[src/rtl/dc_buffer_read_ctrl_if.sv]
`default_nettype none
// ============================================================================
//  Module      : dc_buffer_read_ctrl_if
//  Description : Bus bundle between the dual-clock buffer read controller and
//                its surroundings (buffer read port, write token, downstream
//                valid/ready stage, read token back to the writer).
//  Revision    : 1.0 - initial release
// ============================================================================
interface dc_buffer_read_ctrl_if #(
  parameter int DATA_WIDTH   = 32,
  parameter int BUFFER_DEPTH = 8
);
  logic [BUFFER_DEPTH-1:0] write_token;
  logic [BUFFER_DEPTH-1:0] read_pointer;
  logic [DATA_WIDTH-1:0]   buffer_data;
  logic [DATA_WIDTH-1:0]   data_out;
  logic                    valid;
  logic                    ready;
  logic [BUFFER_DEPTH-1:0] read_token;
  logic                    empty;

  // Controller side
  modport slave (
    input  write_token, buffer_data, ready,
    output read_pointer, data_out, valid, read_token, empty
  );

  // Environment side (buffer, writer, downstream consumer)
  modport master (
    output write_token, buffer_data, ready,
    input  read_pointer, data_out, valid, read_token, empty
  );
endinterface
`default_nettype wire

[src/rtl/dc_buffer_read_ctrl.sv]
`default_nettype none
// ============================================================================
//  Module      : dc_buffer_read_ctrl
//  Description : Consumer-domain read controller for a dual-clock buffer.
//                Owns the one-hot read pointer, synchronizes the writer's
//                one-hot token, detects empty, and presents entries through a
//                registered valid/ready output stage.
//  Revision    : 1.0 - initial release
// ============================================================================
module dc_buffer_read_ctrl #(
  parameter int DATA_WIDTH   = 32,
  parameter int BUFFER_DEPTH = 8,
  parameter int SYNC_STAGES  = 2
) (
  input  wire logic            clk,
  input  wire logic            rst,
  dc_buffer_read_ctrl_if.slave bus
);

  localparam logic [BUFFER_DEPTH-1:0] c_ptr_one = {{(BUFFER_DEPTH-1){1'b0}}, 1'b1};

  logic [BUFFER_DEPTH-1:0] sync_q [SYNC_STAGES];
  logic [BUFFER_DEPTH-1:0] rptr_q, rptr_d;
  logic [DATA_WIDTH-1:0]   data_q, data_d;
  logic                    valid_q, valid_d;

  logic [BUFFER_DEPTH-1:0] wsync;
  logic                    wsync_ok;
  logic                    is_empty;
  logic                    pop;

  // Write-token synchronizer chain; every stage resets to slot 0 so empty holds.
  always_ff @(posedge clk) begin
    if (rst) begin
      for (int i = 0; i < SYNC_STAGES; i++) sync_q[i] <= c_ptr_one;
    end else begin
      sync_q[0] <= bus.write_token;
      for (int i = 1; i < SYNC_STAGES; i++) sync_q[i] <= sync_q[i-1];
    end
  end

  assign wsync    = sync_q[SYNC_STAGES-1];
  // A token caught mid-transition (zero or multiple bits) is treated as empty.
  assign wsync_ok = $onehot(wsync);
  assign is_empty = (wsync == rptr_q) || !wsync_ok;
  // Load a new entry when one exists and the output stage is free or draining.
  assign pop      = !is_empty && (!valid_q || bus.ready);

  // Next-state for the output stage and the pointer (pointer only moves on pop).
  always_comb begin
    data_d  = data_q;
    valid_d = valid_q;
    rptr_d  = rptr_q;
    if (pop) begin
      data_d  = bus.buffer_data;
      valid_d = 1'b1;
      rptr_d  = {rptr_q[BUFFER_DEPTH-2:0], rptr_q[BUFFER_DEPTH-1]};
    end else if (valid_q && bus.ready) begin
      valid_d = 1'b0;
    end
  end

  // Output stage and read pointer registers.
  always_ff @(posedge clk) begin
    if (rst) begin
      data_q  <= '0;
      valid_q <= 1'b0;
      rptr_q  <= c_ptr_one;
    end else begin
      data_q  <= data_d;
      valid_q <= valid_d;
      rptr_q  <= rptr_d;
    end
  end

  assign bus.read_pointer = rptr_q;
  assign bus.read_token   = rptr_q;
  assign bus.data_out     = data_q;
  assign bus.valid        = valid_q;
  assign bus.empty        = is_empty;

endmodule
`default_nettype wire

[src/flat_wrapper.sv]
// flat-port wrapper written by rule: the top's interface ports become plain ports
module dc_buffer_read_ctrl_flat 
#(
  parameter int DATA_WIDTH   = 32,
  parameter int BUFFER_DEPTH = 8,
  parameter int SYNC_STAGES  = 2
)
  (clk, rst, bus_write_token, bus_buffer_data, bus_ready, bus_read_pointer, bus_data_out, bus_valid, bus_read_token, bus_empty);
  dc_buffer_read_ctrl_if #(.DATA_WIDTH(DATA_WIDTH), .BUFFER_DEPTH(BUFFER_DEPTH)) bus_i ();
  input  wire logic clk;
  input  wire logic rst;
  input wire logic [$bits(bus_i.write_token)-1:0] bus_write_token;
  input wire logic [$bits(bus_i.buffer_data)-1:0] bus_buffer_data;
  input wire logic [$bits(bus_i.ready)-1:0] bus_ready;
  output wire logic [$bits(bus_i.read_pointer)-1:0] bus_read_pointer;
  output wire logic [$bits(bus_i.data_out)-1:0] bus_data_out;
  output wire logic [$bits(bus_i.valid)-1:0] bus_valid;
  output wire logic [$bits(bus_i.read_token)-1:0] bus_read_token;
  output wire logic [$bits(bus_i.empty)-1:0] bus_empty;
  assign bus_i.write_token = bus_write_token;
  assign bus_i.buffer_data = bus_buffer_data;
  assign bus_i.ready = bus_ready;
  assign bus_read_pointer = bus_i.read_pointer;
  assign bus_data_out = bus_i.data_out;
  assign bus_valid = bus_i.valid;
  assign bus_read_token = bus_i.read_token;
  assign bus_empty = bus_i.empty;
  dc_buffer_read_ctrl #(.DATA_WIDTH(DATA_WIDTH), .BUFFER_DEPTH(BUFFER_DEPTH), .SYNC_STAGES(SYNC_STAGES)) u_core (.clk(clk), .rst(rst), .bus(bus_i));
endmodule
[config.mk]
export PLATFORM = sky130hd
export DESIGN_NAME = dc_buffer_read_ctrl_flat
export DESIGN_NICKNAME = d
export VERILOG_FILES = /design/src/rtl/dc_buffer_read_ctrl_if.sv /design/src/rtl/dc_buffer_read_ctrl.sv /design/src/flat_wrapper.sv
export SDC_FILE = /design/constraint.sdc
export NUM_CORES = 1
export LEC_CHECK = 0
export CAP_MARGIN = 20
export CORE_MARGIN = 2
export CORE_UTILIZATION = 44
export CTS_CLUSTER_SIZE = 14
export DETAILED_ROUTE_END_ITERATION = 7
export GPL_ROUTABILITY_DRIVEN = 0
export PLACE_DENSITY_LB_ADDON = 0.2
export REMOVE_ABC_BUFFERS = 1
export SYNTH_ARGS = -nofsm -noshare
export SYNTH_HDL_FRONTEND = slang
export SYNTH_SLANG_ARGS = --single-unit
[constraint.sdc]
create_clock -name clk -period 3.85 [get_ports clk]
set_input_delay 0.77 -clock clk [delete_from_list [all_inputs] [get_ports clk]]
set_output_delay 0.77 -clock clk [all_outputs]
set_load 0.1 [all_outputs]
==> impl_metrics.ini, run 1 <==
[outcome]
status = finished with violations
violations = setup timing

[run]
cap_violations = 0

[drt]
via_count = 1855
finalWirelength_um = 5060
drc_errors = 0
wl_per_cell_um = 12.4
first_pass_iters = 4
ant_nets = 0
drtIter0Drc = 96
vias_per_cell = 4.54

[sta]
setup_slack_ns = -0.0364
maxSlewHeadroom_pct = 32.5
rsz0062_at_grt = yes
slew_violations = 0
hold_viol_final = 0
fin_skew_ns = 0.00366
setup_violations = 1
period_share_pct = 101
tns_ns = -0.0364
tightestPinTransition_ns = 1.01
finalCriticalPeriod_ns = 3.89
max_freq_mhz = 257

[cells_and_area]
fillers = 469
multi_input_area_sq_mm = 0.00129
drive_gt1_share_pct = 12.2
seqCellArea_sq_mm = 0.00115
n_antenna_cell = 0
syn2layout_area_growth_pct = 45.4
fin_util_pct = 67.1
fin_nets = 386

[yosys]
synth_area_sq_mm = 0.00257
synthSimpleGateAreaFrac_pct = 22.8
synth_top_family_by_area = simple AND/OR/NAND/NOR gates
synthCells = 243
synth_xor_area_share_pct = 2.72
muxShareOfSynthArea_pct = 15.6
synth_compound_area_share_pct = 0.778
ys_ff_latch = 57
synth_warnings = 0
yosysUniqueCellTypes = 20
synth-adder-area-share_pct = 6.03
avgSynthCellArea_sq_um = 10.6
ys_seq_area_share_pct = 44.4

[worst_setup_path]
critPathSlowestCell = fa_1
crit_chain = ha_4 > fa_1 > inv_1 > fa_1 > inv_1 > ha_2 > fa_2 > nor4b_4 > o21ai_2 > buf_12
critPathBufInv = 3
crit_type = flop to primary output
required_ns = 3.08
critPathArrivalTime_ns = 3.12
cp-start-kind = flop
crit_fanout = 2
max_stage_delay_ns = 0.54
end_kind = primary output
crit_family = adder cells

[global_routing]
antenna_found_initial = 0
grt_pass1_vias = 1869
grt_pass1_wl_um = 8330
grtUsageTotal_pct = 17.1
grt_overflow = 0
grt_max_degree = 92

[place]
dp_hpwl_um = 3400
port_buffers = 92

[power_and_ir_drop]
power.leakage_nw = 1.42
internal-power_mw = 1.30
powerDensity_mw_per_mm2 = 658
p_switching_mw = 1.16
switching_share_pct = 47.2
combPwrFrac_pct = 51.5
total_power_mw = 2.46
pwr-share-seq_pct = 29.9
ir_drop_v = 0.000445
clkPwrFrac_pct = 18.6

[floorplanning]
die_w_um = 80.5
coreArea_sq_mm = 0.00557
rows = 27
ios = 93
initial_utilization_pct = 46.2
die-area_sq_mm = 0.00647
die_h_um = 80.5

[hold_path]
hold_class = flop to flop

[clocking]
cts_buffer_depth = 2
cts_sinks = 57
cts_buffers = 9
htreeDepth = 3
clkLatencyLatePin_ns = 0.32
cts_hold_buf = 0
cts_tree = yes
clkTransAtPathRegs_ns = 0.06
clockRootBuffer = clkbuf_8
==> cells by family (layout without fill, tap and decap cells) <==
kind of cell    Yosys count  in the layout
fa+ha+maj                10             10
simple gates             94             94
flops                    57             57
xor+xnor                  8              8
buf+inv                  31            125
mux                      40             40
compound gates            3              3
==> path summary, 6_finish.rpt <==
| kind | slack (ns) | start | depth (start not counted) | to |
|---|---|---|---|---|
| max | -0.04 | u_core.sync_q[0][14] | 10 | bus_empty |
| min | 0.41 | u_core.sync_q[0][0] | 1 | u_core.sync_q[0][8] |
| max reg2reg | 0.51 | u_core.sync_q[0][14] | 11 | u_core.bus.data_out[18] |
| min reg2reg | 0.41 | u_core.sync_q[0][0] | 1 | u_core.sync_q[0][8] |
==> layout by cell type (no fill, tap or decap) <==
cell and instances:
ha_2 2, o21ai_2 1, clkbuf_8 10, buf_12 3, clkbuf_1 1, ha_1 2
fa_2 2, or2_2 2, clkinv_2 4, buf_2 1, o211a_2 1, clkdlybuf4s50_1 90
nor2_1 2, nand2b_1 72, nor2b_1 14, inv_1 8, ha_4 2, fa_1 2
a21oi_1 1, xnor2_1 8, dfxtp_1 53, or2b_1 1, buf_4 8, dfxtp_2 4
mux2i_1 40, nor4b_4 1, nand4_1 2
==> flip-flops by register name, indices dropped and copies added, names as in the netlist <==
| register | flops |
|---|---|
| u_core.bus.data_out | 32 |
| u_core.bus.valid | 1 |
| u_core.sync_q | 16 |
| u_core.bus.read_pointer | 8 |
==> cell usage after synthesis <==
cell type / count / area, sq um
mux2i_1: 40 / 400
buf_4: 8 / 60.1
nor4b_1: 1 / 8.76
inv_1: 8 / 30.0
nand4_1: 2 / 12.5
fa_1: 4 / 80.1
o211a_1: 1 / 10.0
or2_2: 2 / 12.5
nor2b_1: 14 / 87.6
o21ai_0: 1 / 5.00
buf_6: 1 / 11.3
or2b_1: 1 / 7.51
clkbuf_1: 10 / 37.5
dfxtp_1: 57 / 1140
nor2_1: 2 / 7.51
xnor2_1: 8 / 70.1
nand2b_1: 72 / 450
ha_1: 6 / 75.1
buf_8: 4 / 60.1
a21oi_1: 1 / 5.00
==> metrics by stage <==
step	hold slack [ns]	worst slack [ns]	instance area, sq um	instances
3_3_place_gp	0.395	0.0180	3480	390
6_report	0.408	-0.0364	3740	409
3_5_place_dp	0.394	-0.0811	3480	390
4_1_cts	0.409	-0.165	3700	407
2_1_floorplan	0.389	-1.06	2400	220
5_1_grt	0.429	-0.179	3740	409
==> metal layers <==
layer  vias up  track usage [%]  wire, um
met1       851             20.2      2180
met2        57             26.6      2450
met3         2             8.88       401
li1        945                -         -
met5         -                0         0
met4         0             6.10        28
==> repair_timing <==
item                                    in CTS  in global routing
cloned                                       0                  0
setup buffers                                2                  1
gates resized for setup                     13                  3
pin swaps                                    5                  3
endpoints found under the setup margin       1                  1
==> area by class of cell <==
cell class	instances	share of cell area (%)
sequential	57	30.6
clock inverter	4	0.535
clock buffer	11	3.78
inverter	8	0.803
multi-input combinational	155	34.4
tap	72	2.41
timing repair buffer	102	27.4
==> power groups by stage <==
stage / clock [mW] / sequential, mW / combinational, mW
after floorplan: 0 / 1.39 / 0.288
after global placement: 0 / 0.743 / 1.24
after detailed placement: 0 / 0.746 / 1.24
after CTS: 0.474 / 0.737 / 1.26
after global routing: 0.505 / 0.748 / 1.32
final: 0.458 / 0.735 / 1.27
Note: power is estimated with default switching activity, not from simulation.
==> run 2: changes to the inputs <==
--- a/config.mk
+++ b/config.mk
@@ -6,7 +6,6 @@
 export NUM_CORES = 1
 export LEC_CHECK = 0
 export CAP_MARGIN = 20
-export CORE_MARGIN = 2
 export CORE_UTILIZATION = 44
 export CTS_CLUSTER_SIZE = 14
 export DETAILED_ROUTE_END_ITERATION = 7
==> run 2 against run 1 <==
  * The flow still finishes with violations (setup timing)
  * Register-to-register slack got worse by 0.07 ns
  * Die area decreased by 4.9%
  * Combinational power about the same
  * Routed wire length decreased by 2.7%
  * Sequential cell count unchanged
  * Sequential power about the same
  * Cell count unchanged
  * Clock-buffer cell count increased by 1
  * Non-clock buffer count unchanged
  * Global-route usage increased by 0.21 points
  * Critical path depth unchanged
  * Critical path type unchanged
  * Largest cell class unchanged
  * Highest routed layer unchanged
==> impl_metrics.ini, run 2 (synthesis results as in run 1) <==
[worst_setup_path]
crit_top_cell = fa_1
ff2ff_path_depth = 11
critPathSlowestCell = fa_1
critPathBufInv = 3
crit_chain = ha_4 > inv_2 > fa_2 > fa_1 > inv_1 > ha_2 > fa_1 > nor4b_4 > o21ai_2 > buf_12
end_kind = primary output
cp-start-kind = flop
critPathArrivalTime_ns = 3.11
crit_fanout = 2
max_stage_delay_ns = 0.51
crit_family = adder cells
crit_type = flop to primary output
path_depth = 10
required_ns = 3.08

[outcome]
status = finished with violations
violations = setup timing

[place]
placed_cells = 388
port_buffers = 92
dp_hpwl_um = 3350

[drt]
top_layer_used = met4
ant_nets = 0
finalWirelength_um = 4930
vias_per_cell = 4.54
wl_per_cell_um = 12.0
drc_errors = 0
wl_met3_um = 386
drtIter0Drc = 47
wl_met1_um = 2130
via_count = 1857
first_pass_iters = 4
wl_met2_um = 2370

[sta]
maxSlewHeadroom_pct = 33.1
finalCriticalPeriod_ns = 3.88
rsz0062_at_grt = yes
max_freq_mhz = 258
fin_skew_ns = 0.00535
tightestPinTransition_ns = 1.00
setup_violations = 1
setup_slack_ns = -0.0296
period_share_pct = 101
slew_violations = 0
hold_viol_final = 0

[clocking]
cts_sinks = 57
cts_buffer_depth = 2
cts_buffers = 9
clkTransAtPathRegs_ns = 0.06
cts_tree = yes
htreeDepth = 3
clkLatencyLatePin_ns = 0.32
clockRootBuffer = clkbuf_8
cts_hold_buf = 0

[power_and_ir_drop]
pwr-share-seq_pct = 29.3
power.leakage_nw = 1.43
p_switching_mw = 1.16
internal-power_mw = 1.34
powerDensity_mw_per_mm2 = 663
ir_drop_v = 0.000590
clkPwrFrac_pct = 19.7
switching_share_pct = 46.4
total_power_mw = 2.51
combPwrFrac_pct = 51.0

[floorplanning]
ios = 93
die-area_sq_mm = 0.00616
initial_utilization_pct = 46.2
coreArea_sq_mm = 0.00557
rows = 27
die_h_um = 78.5
die_w_um = 78.5

[global_routing]
grt_overflow = 0
grt_max_degree = 92
grt_pass1_wl_um = 8100
antenna_found_initial = 0
grtUsageTotal_pct = 17.3
grt_pass1_vias = 1821

[run]
cap_violations = 0

[hold_path]
hold_class = flop to flop
min_path_cells = 1

[cells_and_area]
most-common-layout-cells = 90 x clkdlybuf4s50_1, 72 x nand2b_1, 51 x dfxtp_1, 40 x mux2i_1, 14 x nor2b_1
fin_nets = 386
final_common_cell = clkdlybuf4s50_1
drive_gt1_share_pct = 13.1
largest_reg_flops = 32
syn2layout_area_growth_pct = 47.0
final_cell_count_no_fill = 409
n_antenna_cell = 0
==> run 2: power by group through the flow <==
stage	Clock [mW]	Sequential, mW	Combinational, mW
after global placement	0	0.742	1.25
after global routing	0.545	0.745	1.32
after CTS	0.515	0.735	1.27
after detailed placement	0	0.745	1.25
after floorplan	0	1.39	0.288
final	0.494	0.734	1.28
==> run 2: per-layer routing <==
layer / GRT usage, % / up-vias
met1: 19.7 / 854
met4: 6.67 / 0
met3: 8.02 / 4
li1: - / 941
met5: 0 / -
met2: 28.2 / 58
==> run 2: cell type report <==
| cell class | count | area [sq um] |
|---|---|---|
| Inverter | 8 | 30.0 |
| Clock inverter | 3 | 15.0 |
| Multi-Input combinational cell | 155 | 1290 |
| Fill cell | 467 | 1790 |
| Timing Repair Buffer | 102 | 1040 |
| Tap cell | 72 | 90.1 |
| Clock buffer | 12 | 165 |
| Sequential cell | 57 | 1150 |
==> run 2: worst reg2reg max path, stage by stage, from the launching register on <==
cell	delay (ns)
dfxtp_2	0.34
ha_4	0.27
inv_2	0.04
fa_2	0.39
fa_1	0.51
inv_1	0.04
ha_2	0.16
fa_1	0.48
nor4b_4	0.27
o211a_2	0.40
buf_12	0.24
mux2i_1	0.21
==> run 2: path summary, 6_finish.rpt <==
check                                     startpoint                       to  slack [ns]
worst max-delay path            u_core.sync_q[0][10]                bus_empty       -0.03
worst min-delay path             u_core.sync_q[0][0]      u_core.sync_q[0][8]        0.41
worst max register to register  u_core.sync_q[0][10]  u_core.bus.data_out[27]        0.44
worst min register to register   u_core.sync_q[0][0]      u_core.sync_q[0][8]        0.41
==> run 2: stage by stage <==
| step | hold slack [ns] | util [%] | setup TNS [ns] | worst slack [ns] | cell area [sq um] |
|---|---|---|---|---|---|
| 3_3_place_gp | 0.392 | 62.3 | 0 | 0.0421 | 3470 |
| 2_1_floorplan | 0.389 | - | -14.46 | -1.06 | 2400 |
| 6_report | 0.409 | 67.8 | -0.0296 | -0.0296 | 3780 |
| 3_5_place_dp | 0.397 | 62.3 | -0.0613 | -0.0613 | 3470 |
| 5_1_grt | 0.425 | 67.8 | -0.166 | -0.166 | 3780 |
| 4_1_cts | 0.412 | 67.3 | -0.158 | -0.158 | 3750 |
==> run 2: repair_timing <==
action                                  in CTS  in global routing
resized for setup                           17                  1
setup buffers                                5                  0
endpoints found under the setup margin       1                  1
pin swaps                                    7                  2
==> variant 1: new RTL, flow settings as in run 2 <==
`SYNC_STAGES` is set to 2 in 2 places; all go to 1.
--- a/src/rtl/dc_buffer_read_ctrl.sv
+++ b/src/rtl/dc_buffer_read_ctrl.sv
@@ -12,3 +12,3 @@
   parameter int BUFFER_DEPTH = 8,
-  parameter int SYNC_STAGES  = 2
+  parameter int SYNC_STAGES  = 1
 ) (
--- a/src/flat_wrapper.sv
+++ b/src/flat_wrapper.sv
@@ -5,3 +5,3 @@
   parameter int BUFFER_DEPTH = 8,
-  parameter int SYNC_STAGES  = 2
+  parameter int SYNC_STAGES  = 1
 )
Check against the original RTL: not equivalent (a bounded check fails within 4 cycles, from zero or initial values and one cycle with rst high).
==> variant 1 against run 2 <==
- the run still ends with negative setup slack left
- wire length shrank 3.1%
- area after synthesis shrank 8.3%
- total power shrank 3.5%
- sequential power shrank 10%
- cell area shrank 7.8%
- cell count shrank 6.4%
- sequential cell count shrank 8
- combinational power grew 8%
- clock power shrank 23%
- worst setup slack gained 0.0051 ns
- first-iteration DRC count shrank 2.1%
- synthesized cell count shrank 7.0%
==> variant 1: results (changes against run 2) <==
detailed_routing:
  routed_wirelength_microns: 4777  # -3.1%
  wl_met2_microns: 2249  # -5.3%
outcome:
  violations: "negative setup slack"
  outcome: "finished with violations"
timing:
  fin_ws_ns: -0.02448  # +0.005135 ns
  tightest_slew_ns: 0.9961  # -0.004552 ns
  final-setup-viol-count: 1  # unchanged
layout:
  drive_above_1_share_pct: 11.18  # -1.9 points
  stdcell_count: 383  # -6.4%
grt:
  grt_use_total_pct: 18.39  # +1.1 points
  use_met2_pct: 29.03  # +0.87 points
power:
  powerComb_mw: 1.38  # +8%
  peakVddDrop_uv: 387.7  # -34%
  p_total_mw: 2.417  # -3.5%
  switching_share_pct: 49.54  # +3.1 points
  p_leak_nw: 1.290  # -10%
logic_synthesis:
  netlist_top_cells_area: "dfxtp_1 42%, nand2b_1 19%, mux2i_1 17%"
  synthXorXnorAreaFrac_pct: 2.971  # +0.25 points
  synth_fa_ha_area_share_pct: 6.578  # +0.55 points
  syn_inst: 226  # -7.0%
cts:
  clk_pin_slew_worst_paths_ns: 0.09  # +0.03 ns
  cts_buffers: 5  # -4
hold_path:
  min-delay-start: "u_core.bus.data_out[21]"
  min_to: "u_core.bus.data_out[21]"
place:
  place_area_sq_um: 3234  # -6.9%
worst_setup_path:
  r2r-start: "u_core.sync_q[0][3]"
  reg2reg_depth: 12  # +1
-- variant 1: cell count changes after synthesis --
| cell | before | now |
|---|---|---|
| nor2b_1 | 14 | 7 |
| clkbuf_1 | 10 | 9 |
| dfxtp_1 | 57 | 49 |
| or2_2 | 2 | 1 |
-- variant 1: cell type report --
class                           instances  area (sq um)
Clock buffer                            7         86.33
Clock inverter                          1         30.03
Fill cell                             455          1655
Inverter                                8         30.03
Multi-Input combinational cell        147          1244
Sequential cell                        49         988.4
Tap cell                               70         87.58
Timing Repair Buffer                  101          1018
-- variant 1: timing repair --
action,in CTS,in global routing
hold buffers,0,0
resized for setup,19,0
endpoints found under the setup margin,1,1
pin swaps,7,3
setup buffers,6,0
-- variant 1: critical path, stage by stage, from the launching register on --
cell     delay, ns
dfxtp_2       0.34
ha_4          0.16
fa_1          0.52
inv_1         0.05
fa_1          0.48
inv_1         0.04
ha_2          0.16
fa_1          0.47
nor4b_4       0.27
o21ai_2       0.13
buf_12        0.18
==> variant 2: new RTL, flow settings as in run 2 <==
Without the edit above. `data_q` no longer has a reset.
--- a/src/rtl/dc_buffer_read_ctrl.sv
+++ b/src/rtl/dc_buffer_read_ctrl.sv
@@ -65,3 +65,2 @@
     if (rst) begin
-      data_q  <= '0;
       valid_q <= 1'b0;
@@ -69,3 +68,2 @@
     end else begin
-      data_q  <= data_d;
       valid_q <= valid_d;
@@ -73,2 +71,6 @@
     end
+  end
+
+  always_ff @(posedge clk) begin
+    data_q <= data_d;
   end
Check against the original RTL: differs if rst is asserted again (counterexample within 4 cycles, from zero or initial values and one cycle with rst high); with rst held inactive, the same outputs for 10 cycles.
==> variant 2 against run 2 <==
- sequential cell count unchanged
- area after synthesis down 18%
- register-to-register slack worse by 0.33 ns
- total power up 3.4%
- worst setup slack worse by 0.20 ns
- cell area down 8.0%
- clock skew up 0.0024 ns
- wire length down 4.8%
- the flow finishes with violations (design-rule violations, negative setup slack)
==> variant 2: results (changes against run 2) <==
outcome:
  outcome: "finished with violations"
  violations: "design-rule violations, negative setup slack"
logic_synthesis:
  netlist_top_cells_area: "edfxtp_1 45%, dfxtp_1 24%, nor2b_1 4.1%"
  yosysUniqueCellTypes: 21  # +5.0%
  synth_mux_area_share_pct: 3.778  # -12 points
  synth_fa_ha_area_share_pct: 7.320  # +1.3 points
  yosysSeqAreaShare_pct: 68.95  # +25 points
  synthXorXnorAreaFrac_pct: 3.306  # +0.58 points
  synth-compound-area-share_pct: 1.122  # +0.34 points
  synth_edf_count: 32  # +32
  ys_top_cells_by_count: "32 x edfxtp_1, 25 x dfxtp_1, 14 x nor2b_1"
worst_setup_path:
  reg2reg_slack_ns: 0.11  # -0.33 ns
  rr_endpoint: "u_core.bus.data_out[20]"
  critPathSlowestCell: "fa_1"
  reg2reg_depth: 16  # +5
  max_stage_delay_ns: 0.54  # +0.03 ns
  startpoint: "u_core.sync_q[0][13]"
layout:
  fillers: 271  # -42%
  drive_above_1_share_pct: 17.89  # +4.8 points
  fin_nets: 295  # -24%
place:
  dp_hpwl_microns: 2971  # -11%
  port-buffer-count: 92  # unchanged
  place_area_sq_um: 3079  # -11%
power:
  switching_share_pct: 44.74  # -1.7 points
  p_leak_nw: 1.345  # -6.2%
  peakVddDrop_uv: 380.0  # -36%
timing:
  final-setup-viol-count: 1  # unchanged
  clock-skew-final_ns: 0.007716  # +0.002363 ns
  tns_ns: -0.2312  # -0.2016 ns
  tightest_slew_ns: 1.007  # +0.006385 ns
  fin_ws_ns: -0.2312  # -0.2016 ns
detailed_routing:
  drc: 10  # +10
  routed_wirelength_microns: 4693  # -4.8%
  viasPerCell: 4.718  # +3.9%
  drtIter0Drc: 58  # +23%
  first_pass_iters: 6  # +2
grt:
  grt_use_total_pct: 18.73  # +1.4 points
  grt_max_degree: 34  # -63%
  grt_pass1_wl_microns: 6748  # -17%
  first_global_vias: 1462  # -20%
==> variant 2: cell count changes in the layout (fill, tap and decap cells not counted), moves of 2 or more <==
cell,run 2,this run
dfxtp_2,6,4
clkinv_2,3,0
clkbuf_1,0,4
dfxtp_1,51,21
nor4_4,0,2
buf_4,7,4
xor2_1,0,8
mux2i_1,40,8
nand4_1,2,0
edfxtp_1,0,32
nand2b_1,72,8
buf_6,0,4
clkbuf_16,0,3
xnor2_1,8,0
==> variant 2: through the flow <==
step           total power, mW  worst slack [ns]  utilization (%)  cells
2_1_floorplan            1.662           -0.4028                -    125
3_3_place_gp             1.945           0.02823            68.36    272
3_5_place_dp             1.959          -0.05968            68.36    272
4_1_cts                  2.510           -0.2621            75.22    296
5_1_grt                  2.677           -0.3368            77.25    298
6_report                 2.591           -0.2312            77.25    298
==> variant 2: repair_timing <==
| action | 4_1_cts | 5_1_grt |
|---|---|---|
| resized for setup | 21 | 6 |
| pin swaps | 7 | 3 |
| setup endpoints to repair | 1 | 41 |
| hold buffers | 0 | 0 |
| setup buffers | 9 | 3 |
| cloned | 0 | 4 |
==> variant 2: how the worst min path moves through the flow <==
stage / start / end / slack (ns) / depth (start not counted)
3_3_place_gp: u_core.sync_q[0][0] / u_core.sync_q[0][8] / 0.40 / 1
4_1_cts: u_core.sync_q[0][0] / u_core.sync_q[0][8] / 0.43 / 1
5_1_grt: u_core.sync_q[0][6] / u_core.sync_q[0][14] / 0.46 / 1
3_5_place_dp: u_core.sync_q[0][0] / u_core.sync_q[0][8] / 0.41 / 1
6_report: u_core.sync_q[0][2] / u_core.sync_q[0][10] / 0.44 / 1
2_1_floorplan: u_core.sync_q[0][0] / u_core.sync_q[0][8] / 0.39 / 1
==> variant 2: cell families (layout without fill, tap and decap cells) <==
family | Yosys count | after routing
simple gates | 31 | 31
flops | 57 | 57
xor+xnor | 8 | 8
buf+inv | 19 | 129
compound gates | 3 | 3
fa+ha+maj | 10 | 10
mux | 8 | 8
==> variant 2: cell type report <==
class	instances	share of cell area (%)
well taps	52	1.870
multi-input cells	60	17.69
inverters	8	0.8630
repair buffers	106	32.65
clock buffers	15	4.782
flip-flops and latches	57	42.14
==> variant 2: power groups by stage <==
stage                     Clock, mW  Sequential (mW)  Combinational, mW
after floorplan                   0             1.50              0.164
after global placement            0            0.812               1.13
after detailed placement          0            0.818               1.14
after CTS                     0.483            0.807               1.22
after global routing          0.513            0.816               1.35
final                         0.475            0.806               1.31
==> variant 2: per-layer routing <==
layer | track usage, % | up-vias | part of all wire (%)
met3 | 6.188 | 9 | 7.9
met2 | 32.28 | 65 | 53
li1 | - | 664 | -
met1 | 19.30 | 668 | 37
met4 | 12.89 | 0 | 1.8
met5 | 0 | - | 0
